**config.mk**
```make
export PLATFORM = sky130hd
export DESIGN_NAME = pwm_decoder
export DESIGN_NICKNAME = d
export VERILOG_FILES = /design/src/rtl/pwm_decoder.sv
export SDC_FILE = /design/constraint.sdc
export NUM_CORES = 1
export LEC_CHECK = 0
export CAP_MARGIN = 5
export CORE_MARGIN = 3
export CORE_UTILIZATION = 55
export DETAILED_ROUTE_END_ITERATION = 6
export PLACE_DENSITY = 0.81
export SYNTH_ARGS = -nofsm -noshare
export SYNTH_HDL_FRONTEND = slang
export SYNTH_SLANG_ARGS = --single-unit
```
**constraint.sdc**
```tcl
create_clock -name CLK -period 6.02 [get_ports CLK]
set_clock_uncertainty 0.1 [all_clocks]
set_input_delay 1.204 -clock CLK [delete_from_list [all_inputs] [get_ports CLK]]
set_output_delay 1.204 -clock CLK [all_outputs]
set_load 0.01 [all_outputs]
```
**src/rtl/pwm_decoder.sv**
```systemverilog
// Measures high time and rise-to-rise period of an asynchronous PWM input in prescaled ticks.
// A new measurement is latched on every rise after a complete period; loss of signal drops to IDLE.
module pwm_decoder #(
    parameter int PRESCALER_DIV = 4096,
    parameter int CNTWIDTH      = 16,
    parameter int DUTYWIDTH     = 8,
    parameter int DUTYLOW       = 26,
    parameter int DUTYHIGH      = 51,
    parameter int TIMEOUT_TICKS = 1024
) (
    input  logic                 CLK,
    input  logic                 RST_N,
    input  logic                 PWM_in,
    output logic [DUTYWIDTH-1:0] DUTY,
    output logic [CNTWIDTH-1:0]  HIGH_TIME,
    output logic [CNTWIDTH-1:0]  PERIOD,
    output logic                 VALID,
    output logic                 IN_RANGE,
    output logic                 TIMEOUT,
    output logic                 LOCKED
);
    localparam int DIVW = (PRESCALER_DIV > 1) ? $clog2(PRESCALER_DIV) : 1;
    localparam logic [DIVW-1:0]     DIV_LAST = DIVW'(PRESCALER_DIV - 1);
    localparam logic [CNTWIDTH-1:0] CNT_MAX  = '1;
    localparam logic [CNTWIDTH-1:0] TO_LIM   = CNTWIDTH'(TIMEOUT_TICKS);
    localparam logic [CNTWIDTH:0]   DUTY_MAX = (CNTWIDTH+1)'(2**DUTYWIDTH - 1);

    typedef enum logic [1:0] {S_IDLE, S_HIGH, S_LOW} state_t;

    state_t              state, state_nxt;
    logic                sync1, sync2, prev;
    logic                rise, fall, tick;
    logic [DIVW-1:0]     div_cnt;
    logic [CNTWIDTH-1:0] period_cnt, high_cnt, period_nxt, high_nxt;
    logic [CNTWIDTH-1:0] period_inc, high_inc, restart;
    logic                latch, to_hit;
    logic [DUTYWIDTH-1:0] duty_sat;
    logic                in_range_nxt;

    always_ff @(posedge CLK or negedge RST_N) begin
        if (!RST_N) begin
            sync1 <= 1'b0;
            sync2 <= 1'b0;
            prev  <= 1'b0;
        end else begin
            sync1 <= PWM_in;
            sync2 <= sync1;
            prev  <= sync2;
        end
    end

    assign rise = sync2 & ~prev;
    assign fall = ~sync2 & prev;
    assign tick = (div_cnt == DIV_LAST);

    always_ff @(posedge CLK or negedge RST_N) begin
        if (!RST_N)    div_cnt <= '0;
        else if (tick) div_cnt <= '0;
        else           div_cnt <= div_cnt + 1'b1;
    end

    // An event-cycle tick is counted in the interval that starts at that event.
    assign restart    = CNTWIDTH'(tick);
    assign period_inc = (tick && period_cnt != CNT_MAX) ? period_cnt + 1'b1 : period_cnt;
    assign high_inc   = (tick && high_cnt   != CNT_MAX) ? high_cnt   + 1'b1 : high_cnt;
    assign to_hit     = (state != S_IDLE) && (period_cnt >= TO_LIM);

    always_comb begin
        state_nxt  = state;
        period_nxt = period_cnt;
        high_nxt   = high_cnt;
        latch      = 1'b0;
        case (state)
            S_IDLE: if (rise) begin
                state_nxt  = S_HIGH;
                period_nxt = restart;
                high_nxt   = restart;
            end
            S_HIGH: begin
                period_nxt = period_inc;
                if (fall) state_nxt = S_LOW;
                else      high_nxt  = high_inc;
            end
            S_LOW: if (rise) begin
                state_nxt  = S_HIGH;
                latch      = 1'b1;
                period_nxt = restart;
                high_nxt   = restart;
            end else begin
                period_nxt = period_inc;
            end
            default: state_nxt = S_IDLE;
        endcase
        // Timeout beats a coincident rise; counters clear, last results stay on the outputs.
        if (to_hit) begin
            state_nxt  = S_IDLE;
            period_nxt = '0;
            high_nxt   = '0;
            latch      = 1'b0;
        end
    end

    always_ff @(posedge CLK or negedge RST_N) begin
        if (!RST_N) begin
            state      <= S_IDLE;
            period_cnt <= '0;
            high_cnt   <= '0;
        end else begin
            state      <= state_nxt;
            period_cnt <= period_nxt;
            high_cnt   <= high_nxt;
        end
    end

    assign duty_sat     = ({1'b0, high_cnt} > DUTY_MAX) ? '1 : high_cnt[DUTYWIDTH-1:0];
    assign in_range_nxt = (duty_sat >= DUTYWIDTH'(DUTYLOW)) && (duty_sat <= DUTYWIDTH'(DUTYHIGH));

    always_ff @(posedge CLK or negedge RST_N) begin
        if (!RST_N) begin
            DUTY      <= '0;
            HIGH_TIME <= '0;
            PERIOD    <= '0;
            VALID     <= 1'b0;
            IN_RANGE  <= 1'b0;
            TIMEOUT   <= 1'b0;
            LOCKED    <= 1'b0;
        end else begin
            VALID <= latch;
            if (latch) begin
                HIGH_TIME <= high_cnt;
                PERIOD    <= period_cnt;
                DUTY      <= duty_sat;
                IN_RANGE  <= in_range_nxt;
                LOCKED    <= 1'b1;
                TIMEOUT   <= 1'b0;
            end else if (to_hit) begin
                LOCKED  <= 1'b0;
                TIMEOUT <= 1'b1;
            end
        end
    end
endmodule
```
# [After elaboration in Yosys (flattened, before gate mapping)]
# Cells that the tools add are included.
[word_totals] register_bits=93 latchBits=0 ramBits=0 mem_bits_ro=0 elab_cells=70 mem_count=0
[classes] addsub=3 multipliers=0 div=0 order_cmp=4 eq_ne=10 shift=0 mux=22 bitwise=4 n_reduce_logical=13
[op_table] operator="two-way mux 16 bit" count=7
[op_table] operator="one-hot mux 16 bit (3 select lines)" count=1
[op_table] operator="adder 16 x 1 -> 16 bit (second input constant)" count=2
[op_table] operator="inequality test 16 bit (second input constant)" count=2
[op_table] operator="one-hot mux 16 bit (2 select lines)" count=1
[op_table] operator="greater-or-equal comparator 16 x 11 -> 1 bit (second input constant)" count=1
[op_table] operator="> comparator 16 x 8 -> 1 bit (second input constant)" count=1
[op_table] operator="adder 12 x 1 -> 12 bit (second input constant)" count=1
[op_table] operator="== test 12 bit (second input constant)" count=1
[op_table] operator="two-way mux 12 bit" count=1
[op_table] operator="inequality test 3 bit (second input constant)" count=4
[op_table] operator="greater-or-equal comparator 8 x 5 -> 1 bit (second input constant)" count=1
[op_table] operator="<= comparator 8 x 6 -> 1 bit (second input constant)" count=1
[op_table] operator="two-way mux 8 bit" count=1
[op_table] operator="two-way mux 1 bit" count=7
[op_table] operator="two-way mux 2 bit" count=3
[op_table] operator="logical AND 1 bit" count=4
[op_table] operator="one-hot mux 2 bit (2 select lines)" count=1
[op_table] operator="AND reduction 2 bit" count=2
[op_table] operator="AND reduction 4 bit" count=1
[op_table] operator="nonzero test 2 bit" count=2
[op_table] operator="nonzero test 4 bit" count=1
[op_table] operator="inequality test 3 x 1 -> 1 bit (second input constant)" count=1
[op_table] operator="nonzero test 3 bit" count=1
[op_table] operator="other kinds (6)" count=8

# [Depth between registers and ports, before layout]
# Gate-level depths: netlist (run 1).
[logic_depth] depth_word=6 ltp_mapped=9

# [Worst setup path after synthesis (run 1)]
# OpenSTA, ideal clock, no wires.
[synth_timing] path_type="reg-to-reg" from="register state[0]" to="register period_cnt[10]" setup_time_ns=0.132 arrival_time_ns=2.058 required_time_ns=5.788 setup_slack_ns=3.730 path_stages_with_launch=8 path_buffers=2 period_less_slack_ns=2.290 cell_sequence="dfrtp_1 > ha_1 > clkbuf_1 > or3b_2 > a21oi_1 > a2bb2oi_1 > clkbuf_1 > nor2_1"
[synth_via] elab_chain_len=4 elab_cells_between_ends=10
[synth_lines] item="start: declaration" line_no="30" text="state_t state, state_nxt;"
[synth_lines] item="start signal: assignment" line_no="109" text="state <= state_nxt;"
[synth_lines] item="nonzero test 2 bit" line_no="66" text="assign to_hit = (state != S_IDLE) && (period_cnt >= TO_LIM);"
[synth_lines] item="logical AND 1 bit" line_no="66"
[synth_lines] item="inequality test 3 bit (no source line) / nonzero test 4 bit (equally long branches)"
[synth_lines] item="AND reduction 2 bit (no source line)"
[synth_lines] item="end signal: assignment" line_no="110" text="period_cnt <= period_nxt;"
[synth_lines] item="end: declaration" line_no="34" text="logic [CNTWIDTH-1:0] period_cnt, high_cnt, period_nxt, high_nxt;"
# Several ways; a longest one is shown, not always the timed one.
# A chain may end at the register's enable or synchronous reset.

# [Worst setup path after layout (run 1)]
[layout_timing] from="register state[0]" to="register high_cnt[0]"
[layout_via] elab_chain_len=4 elab_cells_between_ends=13
[layout_lines] item="== test 2 bit (tied with other cells)" line_no="73" text="case (state)"
[layout_lines] item="OR reduction 2 bit (no source line) / logical AND 1 bit (equally long branches)"
[layout_lines] item="inequality test 3 x 1 -> 1 bit (no source line) (tied with other cells)"
[layout_lines] item="AND reduction 4 bit (no source line) / two-way mux 16 bit (equally long branches)"
[layout_lines] item="end signal: assignment" line_no="111" text="high_cnt <= high_nxt;"
[layout_lines] item="end: declaration" line_no="34"
# Several ways; a longest one is shown, not always the timed one.

==> run metrics, run 1 <==
status complete, no violations; syn_nets 460; crit share post-route between 50% and 60%; DP HPWL about 6400 µm; CTS tree done; post-route setup TNS 0 ns; drt total wl just under 10000 µm; die area 9370 µm²; worst reg2reg endpoint high_cnt[0]$_DFFE_PN0P_; syn_area_per_cell 10.1 µm²; P_leak 0.00224 µW; clock tree buffer depth 2; Setup crit start state[0]$_DFFE_PN0P_; pre-CTS setup slack just under 3 ns; Distinct cells, synth 47; final core occ around 67%; CTS Buf Count 9; FMAX 315 MHz; M3 GR Usage ~4.7%; Total GRT Usage a little over a fifth; layer carrying the most global-route usage met2; Via density slightly above 6; CORE AREA between 7000 and 8000 µm²; number of global-route vias before repair 3388; met2 Use GR 33.5%; post-synthesis register bit count 93; 1st-iter DRT viols 410; vias about 3600; Yosys warnings 0; Tot Pwr between 1500 and 2000 µW; Worst Setup Start Kind flip-flop; Synth Cell Area between 4000 and 5000 µm²; post-synthesis simple-gate area fraction between 15 and 20%; CP Capture Type flip-flop; ys flop type dfrtp_1; Pins Over Slew Limit 0; main combinational cell family by area after synthesis simple AND/OR/NAND/NOR gates; wire per inst around 16 µm; crit path kind reg2reg; Port Buffers 46; register-to-register setup slack roughly 2.8 ns; # clock sinks 93; M1 GR Usage 30.6%; post-CTS setup buffer count 0; Starting Density between 50 and 60%; Rel. slew slack around 14%; post-synthesis xor/xnor area fraction 3.48%; area delta synth->final 15.7%; share of cells above drive strength 1 about 11%; global route overflow 0; post-route ant nets 0; post-synthesis adder-cell area fraction between 2 and 2.5%; worst-margin pin slew about 1.3 ns; CP arrival between 3 and 4 ns; Crit path required time between 6 and 7 ns; post-CTS resize count 0; ys async rst share between 90% and 100%; Hold-fix buffers, CTS 0; initial antenna violation count 0; Post-synth EDFFs 0; compound-cell area share of the yosys netlist between 10% and 20%; largest net degree at the start of global routing 94; Power Density between 300 and 400 nW/µm²; Site Rows 32; RSZ-0062 raised after global routing no; final setup margin about 2.8 ns; Worst VDD drop between 0.15 and 0.2 mV; hold_sp sync1$_DFF_PN0_; maximum fanout along the worst path 16; Diodes inserted 0; io pins 47; mux contribution to synthesized area 8.39%; HP Class reg2reg; die width ~97 µm; final hold vios 0; crit path capture high_cnt[0]$_DFFE_PN0P_; DR pass1 iterations 6; reg2reg path depth 7; CTS H-tree depth 3; maximum capacitance violations 0; first-pass GRT wire length about 17000 µm; clock root buffer clkbuf_8; final number of setup-violating endpoints 0; Worst-Skew Late Latency 0.35 ns; worst r2r src state[0]$_DFFE_PN0P_; Tmin final ~3.2 ns; Die Height 96.8 µm; Routability Congestion between 0.8 and 0.9; Syn Inst Count ~450; # nets final 498; sequential area share after synthesis between 50 and 60%; Clk pin slew, worst setup/hold paths roughly 0.09 ns; drt drc 0
## cells by family after synthesis
logic type                 count (synthesis)
adders and majority gates                  8
muxes                                     34
and+or+nand+nor                          160
AOI/OAI and AO/OA                         92
xor gates and xnor gates                  18
DFF                                       93
buffers and inverters                     44
## area by class of cell
type	count	area [µm²]
inverters	22	82.6
fillers	612	2600
repair buffers	49	480
clock inverters	5	61.3
multi-input cells	312	2040
clock buffers	10	128
flip-flops and latches	93	2330
well taps	102	128
## power breakdown
group	total, µW	internal [µW]	switching, µW
logic	570	226	345
registers	725	681	44.7
clock network	402	191	211
total	1700	1100	600
## state kept, by name, indices dropped and copies added (netlist names), 2 cells and up
| signal | count |
|---|---|
| DUTY | 8 |
| state | 2 |
| high_cnt | 16 |
| period_cnt | 16 |
| HIGH_TIME | 16 |
| div_cnt | 12 |
| PERIOD | 16 |
## cell usage after synthesis (2+ instances only)
cell type	instances	area [µm²]
a211oi_1	3	22.5
a21oi_1	31	155
a2bb2oi_1	6	52.6
a31oi_1	3	18.8
and2_1	5	31.3
and3_1	8	50.1
and4_1	3	26.3
buf_2	8	40.0
clkbuf_1	14	52.6
dfrtp_1	93	2330
ha_1	8	100
inv_1	22	82.6
mux2_2	32	360
mux2i_1	2	20.0
nand2_1	23	86.3
nand2b_1	3	18.8
nand3_1	18	90.1
nand4_1	20	125
nor2_1	56	210
nor3_1	6	30.0
nor4_1	4	25.0
o2111ai_1	9	78.8
o21ai_0	21	105
o22ai_1	5	31.3
o2bb2ai_1	2	17.5
or3_1	5	31.3
or4_1	3	22.5
xnor2_1	8	70.1
xor2_1	10	87.6
## stage by stage
step,instances,hold slack (ns),instance area (µm²)
after global placement,578,0.243,5060
after detailed placement,578,0.243,5060
after CTS,593,0.278,5250
after floorplan,449,0.231,4530
final,593,0.274,5250
after global routing,593,0.294,5250
## layout by cell type (no fill, tap or decap), types with 18 or more instances in the layout
cell type,synthesis,layout
o21ai_0,21,21
nor2_1,56,55
inv_1,22,22
dfrtp_1,93,93
nand3_1,18,18
clkdlybuf4s50_1,0,45
nand4_1,20,20
nand2_1,23,23
mux2_2,32,32
a21oi_1,31,31
## how the worst min path moves through the flow
stage	depth (start not counted)	end	slack, ns
3_3_place_gp	0	sync2$_DFF_PN0_	0.24
4_1_cts	0	sync2$_DFF_PN0_	0.28
5_1_grt	0	sync2$_DFF_PN0_	0.29
3_5_place_dp	0	sync2$_DFF_PN0_	0.24
6_report	0	sync2$_DFF_PN0_	0.27
2_1_floorplan	0	sync2$_DFF_PN0_	0.23
## per-layer routing
layer / part of all wire [%] / vias up
met5: 0 / -
met4: 0.37 / 0
met3: 5.2 / 2
met2: 47 / 122
met1: 47 / 1782
li1: - / 1690
## critical path, stage by stage, from the launching register on
cell and delay, ns:
dfrtp_1 0.42, inv_1 0.14, ha_1 0.51, nor2_1 0.18
nor2_1 0.60, a21oi_1 0.56, and2_1 0.31, o32ai_1 0.25
(Power assumes the default switching activity.)
==> run 2: changes to the inputs <==
clock period = 3 ns   (was 6.02 ns; I/O delays follow)
==> run 2 against run 1 <==
Net effect: clock power increased by 110%; largest power group unchanged; core utilization rose by 1.0 points; critical path type unchanged; hold slack worse by 0.15 ns; highest routed layer unchanged; first-iteration DRC count is 0.24% higher; die area unchanged; setup slack worse by 2.4 ns; count of clock-buffer cells in the layout up 3; combinational power increased by 110%; via count up 2.9%; flip-flop and latch count unchanged; fmax up 22%.
==> run metrics, run 2 (same netlist as run 1, synthesis figures left out) <==
post-route setup TNS 0 ns (unchanged); global route overflow 0 (unchanged); crit path kind reg2reg (unchanged); final number of setup-violating endpoints 0 (unchanged); Port Buffers 46 (unchanged); clock tree buffer depth 2 (unchanged); RSZ-0062 raised after global routing no (unchanged); Total GRT Usage 21.9% (was 21.3%); CP arrival 2.76 ns (was 3.33 ns); DP HPWL 6980 µm (was 6410 µm); largest net degree at the start of global routing 52 (was 94); commonest non-fill, non-tap cell in the layout dfrtp_1 (unchanged); drt total wl 10100 µm (was 9760 µm); Diodes inserted 0 (unchanged); status complete, no violations (unchanged); area of all sequential standard cells 2330 µm² (unchanged); CTS H-tree depth 3 (unchanged); final core occ 67.8% (was 66.8%); Site Rows 32 (unchanged); Tmin final 2.60 ns (was 3.18 ns); share of cells above drive strength 1 12.1% (was 11.0%); Clk pin slew, worst setup/hold paths 0.09 ns (about the same); first-pass GRT wire length 17300 µm (was 16700 µm); post-CTS setup buffer count 0 (unchanged); 1st-iter DRT viols 411 (was 410); final hold vios 0 (unchanged); cell area after layout 5320 µm² (was 5250 µm²); CP Capture Type flip-flop (unchanged); area delta synth->final 17.4% (was 15.7%); worst-margin pin slew 0.775 ns (was 1.29 ns); maximum fanout along the worst path 16 (unchanged); Routability Congestion 0.895 (was 0.878); Layout fillers 587 (was 612); Worst VDD drop 0.384 mV (was 0.163 mV); DR pass1 iterations 5 (was 6); final setup margin 0.396 ns (was 2.84 ns); Worst-Skew Late Latency 0.35 ns (about the same); drt drc 0 (unchanged); maximum capacitance violations 0 (unchanged); Power Density 660 nW/µm² (was 324 nW/µm²); Rel. slew slack 48.4% (was 13.9%); crit-path cells inv_1, ha_1, nor2_1, nor2_1, a2111o_1, and2_1, o32ai_1 (was inv_1, ha_1, nor2_1, nor2_1, a21oi_1, and2_1, o32ai_1); multi-input logic area 2040 µm² (about the same); Worst path slowest cell a2111o_1 (was nor2_1); HP Class in2async (was reg2reg); Tot Pwr 3510 µW (was 1700 µW); pre-CTS setup slack 0.0425 ns (was 2.95 ns); clock root buffer clkbuf_8 (unchanged); # clock sinks 93 (unchanged); P_leak 0.00229 µW (was 0.00224 µW); die width 96.8 µm (unchanged); Worst Setup Start Kind flip-flop (unchanged); Die Height 96.8 µm (unchanged); most frequent cells in the layout dfrtp_1 (93), nor2_1 (54), clkdlybuf4s50_1 (45), mux2_2 (32), a21oi_1 (31) (was dfrtp_1 (93), nor2_1 (55), clkdlybuf4s50_1 (45), mux2_2 (32), a21oi_1 (31)); crit-path max cell delay 0.62 ns (was 0.60 ns); Crit path required time 3.16 ns (was 6.17 ns); Via density 6.18 (was 6.06); crit share post-route 86.8% (was 52.8%); Area after DPL 5110 µm² (was 5060 µm²); CP most frequent cell nor2_1 (unchanged); Pins Over Slew Limit 0 (unchanged); wire per inst 16.9 µm (was 16.5 µm); CTS Buf Count 9 (unchanged); initial antenna violation count 0 (unchanged); post-route ant nets 0 (unchanged); io pins 47 (unchanged); # nets final 503 (was 498); CORE AREA 7850 µm² (unchanged); die area 9370 µm² (unchanged); CTS tree done (unchanged); FMAX 384 MHz (was 315 MHz); number of global-route vias before repair 3664 (was 3388); Starting Density 57.8% (unchanged); vias 3702 (was 3596)
run 2: per-stage QoR:
step,std cells,hold slack (ns)
6_report,599,0.125
5_1_grt,599,0.159
4_1_cts,598,0.142
3_5_place_dp,582,0.243
3_3_place_gp,582,0.240
2_1_floorplan,449,0.204
run 2: power breakdown:
group	internal, µW	switching, µW	leakage (µW)	total (µW)
Clock	432	413	0.000104	845
Combinational	494	722	0.000932	1220
Sequential	1370	85.5	0.00125	1450
run 2: final timing paths:
path,from,end,slack [ns],cells past startpoint
setup / recovery,state[0]$_DFFE_PN0P_,high_cnt[0]$_DFFE_PN0P_,0.40,7
hold / removal,RST_N,DUTY[4]$_DFFE_PN0P_,0.13,1
setup reg to reg,state[0]$_DFFE_PN0P_,high_cnt[0]$_DFFE_PN0P_,0.40,7
hold reg to reg,sync1$_DFF_PN0_,sync2$_DFF_PN0_,0.26,0
max in group asynchronous,RST_N,PERIOD[13]$_DFFE_PN0P_,2.01,2
min in group CLK,sync1$_DFF_PN0_,sync2$_DFF_PN0_,0.26,0
run 2: routing by layer:
layer  up-vias  routed length, µm  global-route usage [%]
met1      1817               4540                    30.7
li1       1712                  -                       -
met2       148               4820                    34.1
met5         -                  0                       0
met3        25                592                    4.40
met4         0                191                    7.78
run 2: worst max-delay path, delay by kind of cell, from the launching register on:
family	cells	cell delay [ns]
adder cells (fa/ha/maj)	1	0.33
AND/OR/NAND/NOR	3	0.67
buffers and inverters	1	0.12
flip-flops	1	0.42
AO/OA/AOI/OAI	2	0.88
run 2: final cells by class:
class                           count  area share, %
Multi-Input combinational cell    312           38.3
Sequential cell                    93           43.7
Clock buffer                       13           2.98
Inverter                           22           1.55
Tap cell                          102           2.40
Clock inverter                      3          0.823
Timing Repair Buffer               54           10.2
run 2: repair_timing:
item,4_1_cts,5_1_grt
gates resized for setup,1,0
endpoints found under the setup margin,1,0
hold buffers,0,0
